### src/rtl/dm_read_arbiter.sv
// Two-requester arbiter for the data-memory read bus with a tag FIFO that routes in-order responses back.
// Optional macro DM_ARB_FIXED_PRIO_EN: req0 always wins ties (no round-robin pointer).
module dm_read_arbiter #(
  parameter int XLEN            = 32,
  parameter int MAX_OUTSTANDING = 4
) (
  input  logic            clk,
  input  logic            rstn,
  input  logic            i_req0_arvalid,
  output logic            o_req0_arready,
  input  logic [XLEN-1:0] i_req0_araddr,
  output logic            o_req0_rvalid,
  input  logic            i_req0_rready,
  output logic [XLEN-1:0] o_req0_rdata,
  input  logic            i_req1_arvalid,
  output logic            o_req1_arready,
  input  logic [XLEN-1:0] i_req1_araddr,
  output logic            o_req1_rvalid,
  input  logic            i_req1_rready,
  output logic [XLEN-1:0] o_req1_rdata,
  output logic            o_dm_bus_arvalid,
  input  logic            i_dm_bus_arready,
  output logic [XLEN-1:0] o_dm_bus_araddr,
  input  logic            i_dm_bus_rvalid,
  output logic            o_dm_bus_rready,
  input  logic [XLEN-1:0] i_dm_bus_rdata,
  output logic            o_err_unexpected,
  output logic            dbg_state
);

  // Handshakes: a transfer happens in a cycle where valid and ready are both high;
  // valid never waits on ready, and payload is stable while valid is high and unaccepted.

  localparam int PTR_W = $clog2(MAX_OUTSTANDING);
  localparam int CNT_W = PTR_W + 1;
  localparam logic [CNT_W-1:0] MAX_CNT = CNT_W'(MAX_OUTSTANDING);

  typedef enum logic {AR_IDLE = 1'b0, AR_ISSUE = 1'b1} ar_state_t;

  ar_state_t        state, state_next;
  logic             tag_mem [MAX_OUTSTANDING];
  logic [PTR_W-1:0] wr_ptr, rd_ptr;
  logic [CNT_W-1:0] count;
  logic             winner, accept, push, pop, empty, head;

`ifndef DM_ARB_FIXED_PRIO_EN
  logic last_grant;  // 1 = req1 was granted most recently
`endif

  always_comb begin
    winner = 1'b0;
    if (i_req0_arvalid && i_req1_arvalid) begin
`ifdef DM_ARB_FIXED_PRIO_EN
      winner = 1'b0;
`else
      winner = ~last_grant;
`endif
    end else if (i_req1_arvalid) begin
      winner = 1'b1;
    end
  end

  // count is the registered occupancy, so a same-cycle pop cannot open a slot for an accept.
  assign accept = (state == AR_IDLE) && (i_req0_arvalid || i_req1_arvalid) && (count < MAX_CNT);
  assign push   = accept;
  assign empty  = (count == '0);
  assign head   = tag_mem[rd_ptr];

  assign o_req0_arready = accept && !winner;
  assign o_req1_arready = accept && winner;

  assign o_req0_rvalid   = i_dm_bus_rvalid && !empty && !head;
  assign o_req1_rvalid   = i_dm_bus_rvalid && !empty && head;
  assign o_dm_bus_rready = !empty && (head ? i_req1_rready : i_req0_rready);
  assign o_req0_rdata    = i_dm_bus_rdata;
  assign o_req1_rdata    = i_dm_bus_rdata;
  assign pop             = i_dm_bus_rvalid && o_dm_bus_rready;

  assign o_dm_bus_arvalid = (state == AR_ISSUE);
  assign dbg_state        = state;

  always_comb begin
    state_next = state;
    case (state)
      AR_IDLE:  if (accept) state_next = AR_ISSUE;
      AR_ISSUE: if (i_dm_bus_arready) state_next = AR_IDLE;
      default:  state_next = AR_IDLE;
    endcase
  end

  always_ff @(posedge clk or negedge rstn) begin
    if (!rstn) begin
      state           <= AR_IDLE;
      o_dm_bus_araddr <= '0;
    end else begin
      state <= state_next;
      if (accept) o_dm_bus_araddr <= winner ? i_req1_araddr : i_req0_araddr;
    end
  end

`ifndef DM_ARB_FIXED_PRIO_EN
  always_ff @(posedge clk or negedge rstn) begin
    if (!rstn) last_grant <= 1'b1;
    else if (accept) last_grant <= winner;
  end
`endif

  always_ff @(posedge clk or negedge rstn) begin
    if (!rstn) begin
      wr_ptr <= '0;
      rd_ptr <= '0;
      count  <= '0;
      for (int i = 0; i < MAX_OUTSTANDING; i++) tag_mem[i] <= 1'b0;
    end else begin
      if (push) begin
        tag_mem[wr_ptr] <= winner;
        wr_ptr          <= wr_ptr + PTR_W'(1);
      end
      if (pop) rd_ptr <= rd_ptr + PTR_W'(1);
      case ({push, pop})
        2'b10:   count <= count + CNT_W'(1);
        2'b01:   count <= count - CNT_W'(1);
        default: count <= count;
      endcase
    end
  end

  // A response with nothing outstanding (including stale ones after reset) is flagged until reset.
  always_ff @(posedge clk or negedge rstn) begin
    if (!rstn) o_err_unexpected <= 1'b0;
    else if (i_dm_bus_rvalid && empty) o_err_unexpected <= 1'b1;
  end

endmodule
### config.mk
export PLATFORM = sky130hd
export DESIGN_NAME = dm_read_arbiter
export DESIGN_NICKNAME = d
export VERILOG_FILES = /design/src/rtl/dm_read_arbiter.sv
export SDC_FILE = /design/constraint.sdc
export NUM_CORES = 1
export LEC_CHECK = 0
export CAP_MARGIN = 20
export CORE_MARGIN = 3
export CORE_UTILIZATION = 36
export CTS_CLUSTER_SIZE = 12
export DETAILED_ROUTE_END_ITERATION = 6
export PLACE_DENSITY = 0.87
export SLEW_MARGIN = 20
export SYNTH_ARGS = -nofsm -noshare
export SYNTH_HDL_FRONTEND = slang
export SYNTH_SLANG_ARGS = --single-unit
### constraint.sdc
create_clock -name clk -period 4.9 [get_ports clk]
set_input_delay 1.47 -clock clk [delete_from_list [all_inputs] [get_ports clk]]
set_output_delay 1.47 -clock clk [all_outputs]
set_load 0.02 [all_outputs]
==> out/results.tsv <==
stage	metric	value	unit
sta	count of pins over their slew limit	0	
power_and_ir_drop	pwr dens	611	mW/mm^2
setup_path	Worst path most repeated cell	clkdlybuf4s50_1	
die	I/O pins	208	
setup_path	Worst setup EP type	primary output	
power_and_ir_drop	Final Power	2020	uW
drt	DRC Markers	0	
setup_path	max incr delay on CP	0.63	ns
clock_tree	CTS Buf Count	5	
synthesis	syn avg cell area	10.8	sq um
synthesis	Synth Instances	241	
drt	via count	1951	
clock_tree	clock buffer depth	2	
synthesis	Synth Register Bits	46	
power_and_ir_drop	worst vdd ir	0.000342	V
final_layout	storage element area	0.00115	sq mm
sta	Fmax	231	MHz
setup_path	Setup CP Type	in -> out	
final_layout	area of the multi-input gates	682	sq um
status	status	complete, no violations	
min_path	Hold Crit Class	reg -> reg	
die	die area	0.00825	sq mm
die	starting density of the core	37.7	%
synthesis	number of flops mapped to enable cells by yosys	0	
sta	slew margin rel.	57.0	%
final_layout	ANT cells	0	
global_routing	first-pass GRT wire length	10700	um
setup_path	CP arrival	2.85	ns
sta	final-report hold violation count	0	
placed_design	PortBufs	111	
final_layout	fill cell count	629	
clock_tree	htree depth	2	
final_layout	commonest non-fill, non-tap cell in the layout	clkdlybuf4s50_1	
sta	worst-margin pin slew	0.644	ns
final_layout	fraction of layout cells with a size suffix above 1	4.56	%
sta	RSZ-0062 raised after global routing	no	
setup_path	required time worst endpoint	3.43	ns
sta	final setup fails	0	
sta	Period minus WS final	4.32	ns
drt	final WL	6930	um
sta	Period Utilization, post-route	88.2	%
synthesis	FFs w/ async S/R, synth	100	%
drt	Post-DRT Antenna Nets	0	
clock_tree	Post-CTS Setup Bufs	0	
setup_path	Critical Path Slowest Stage Cell	clkdlybuf4s50_1	
global_routing	antenna violations before repair	0	
global_routing	largest net degree at the start of global routing	47	
clock_tree	cts hold-fix bufs	0	
synthesis	post-synthesis sequential area ratio	44.5	%
setup_path	CP Max Fanout	6	
clock_tree	root buffer cell	clkbuf_8	
run	MaxCap Viol Count	0	
global_routing	Tot GR Track Use	16.5	%
synthesis	Yosys cell types	28	
final_layout	final core utilization	48.2	%
placed_design	GPL Wtd Cong	0.772	
die	die width	90.8	um
die	core box area	0.00687	sq mm
sta	final clock skew	0.00636	ns
global_routing	vias in the first global route	2040	
clock_tree	Clock transition at path regs	0.09	ns
synthesis	Post-Syn Area	0.00259	sq mm
global_routing	gr ovfl total	0	
clock_tree	Clock Latency Late Sink	0.29	ns
drt	drt via density	5.12	
clock_tree	Post-CTS Resized	0	
power_and_ir_drop	Pleak	0.00157	uW
final_layout	most frequent cells in the layout	110 x clkdlybuf4s50_1, 45 x dfrtp_1, 38 x inv_1, 32 x a222oi_1, 7 x mux2i_1	
synthesis	top_reg_cell synth	dfrtp_1	
setup_path	worst-path cell chain	clkdlybuf4s50_1, nand2b_1, nor2_1, clkdlybuf4s50_1	
clock_tree	Sink Count	46	
setup_path	worst path bufs/invs	2	
die	Die Y-Extent	90.8	um
clock_tree	TritonCTS clock tree	built	
placed_design	detailed placement HPWL	5150	um
final_layout	Final #Nets	394	
synthesis	Yosys warning total	0	
drt	Starting DRT DRC Count	157	
setup_path	crit start category	primary input	
synthesis	Synthesized Nets	351	
sta	Sum Neg Setup Slack	0	ns
drt	wire per inst	18.2	um
setup_path	CP delay by family, top	buffers and inverters	
drt	Pre-antenna DRT Iters	6	
final_layout	Area Overhead vs Synth	27.8	%
die	row count	30	
logic make-up (layout without fill, tap and decap cells):
family	count (synthesis)	in the layout	share of synthesized area (%)
muxes	7	7	2.70
adders and majority gates	6	6	3.19
DFF	46	46	44.5
and+or+nand+nor	14	14	2.80
AOI/OAI and AO/OA	47	47	15.9
xor gates and xnor gates	5	5	1.69
buffers and inverters	116	160	29.2
final cells by class:
type	instances	share of cell area [%]
Clock inverter	2	0.416
Tap cell	96	3.63
Multi-Input combinational cell	79	20.6
Timing Repair Buffer	113	33.9
Inverter	39	4.42
Sequential cell	46	34.8
Clock buffer	6	2.19
power breakdown:
| part | switching [uW] | total (uW) | internal (uW) |
|---|---|---|---|
| logic | 572 | 1100 | 530 |
| clock network | 127 | 227 | 101 |
| registers | 125 | 694 | 569 |
| total | 823 | 2020 | 1200 |
through the flow:
stage	hold slack [ns]	instances	area [sq um]	setup slack [ns]
6_report	0.467	381	3310	0.578
3_5_place_dp	0.451	373	3220	0.565
5_1_grt	0.487	381	3310	0.493
4_1_cts	0.471	381	3310	0.568
3_3_place_gp	0.444	373	3220	0.616
2_1_floorplan	0.469	241	2590	1.48
cells in the mapped netlist, types with 2 or more instances:
library cell  instances  share of area, %
nor2_1                4              0.58
nand2b_1              2              0.48
xor2_1                3               1.0
ha_1                  5               2.4
o21ai_0               3              0.58
a21oi_1               6               1.2
dfrtp_1              45                43
a222oi_1             32                12
buf_4                65                19
inv_1                38               5.5
xnor2_1               2              0.68
nand2_1               2              0.29
mux2i_1               7               2.7
buf_6                10               4.3
and3_1                2              0.48
buf_2                 2              0.39
a21o_1                2              0.58
registers in the layout, indices dropped and copies added (netlist names):
signal and count:
count 3, dbg_state 1, last_grant 1, o_dm_bus_araddr 32, o_err_unexpected 1, rd_ptr 2, tag_mem 4, wr_ptr 2
metal layers:
layer / wire [um] / global-route usage [%]
met2: 3600 / 30.1
met3: 834 / 5.58
met1: 2390 / 18.0
met4: 101 / 5.15
met5: 0 / 0
path summary, 6_finish.rpt:
path / start / to / slack, ns / depth (start not counted)
min in group asynchronous: rstn / o_dm_bus_araddr[29] / 1.17 / 1
hold / removal: o_err_unexpected / o_err_unexpected / 0.47 / 1
setup reg to reg: count[2] / count[2] / 2.45 / 9
hold reg to reg: o_err_unexpected / o_err_unexpected / 0.47 / 1
setup / recovery: i_dm_bus_rvalid / o_req0_rvalid / 0.58 / 4
max in group asynchronous: rstn / o_dm_bus_araddr[14] / 3.34 / 1
No activity file was read; power rests on OpenSTA's default activity.
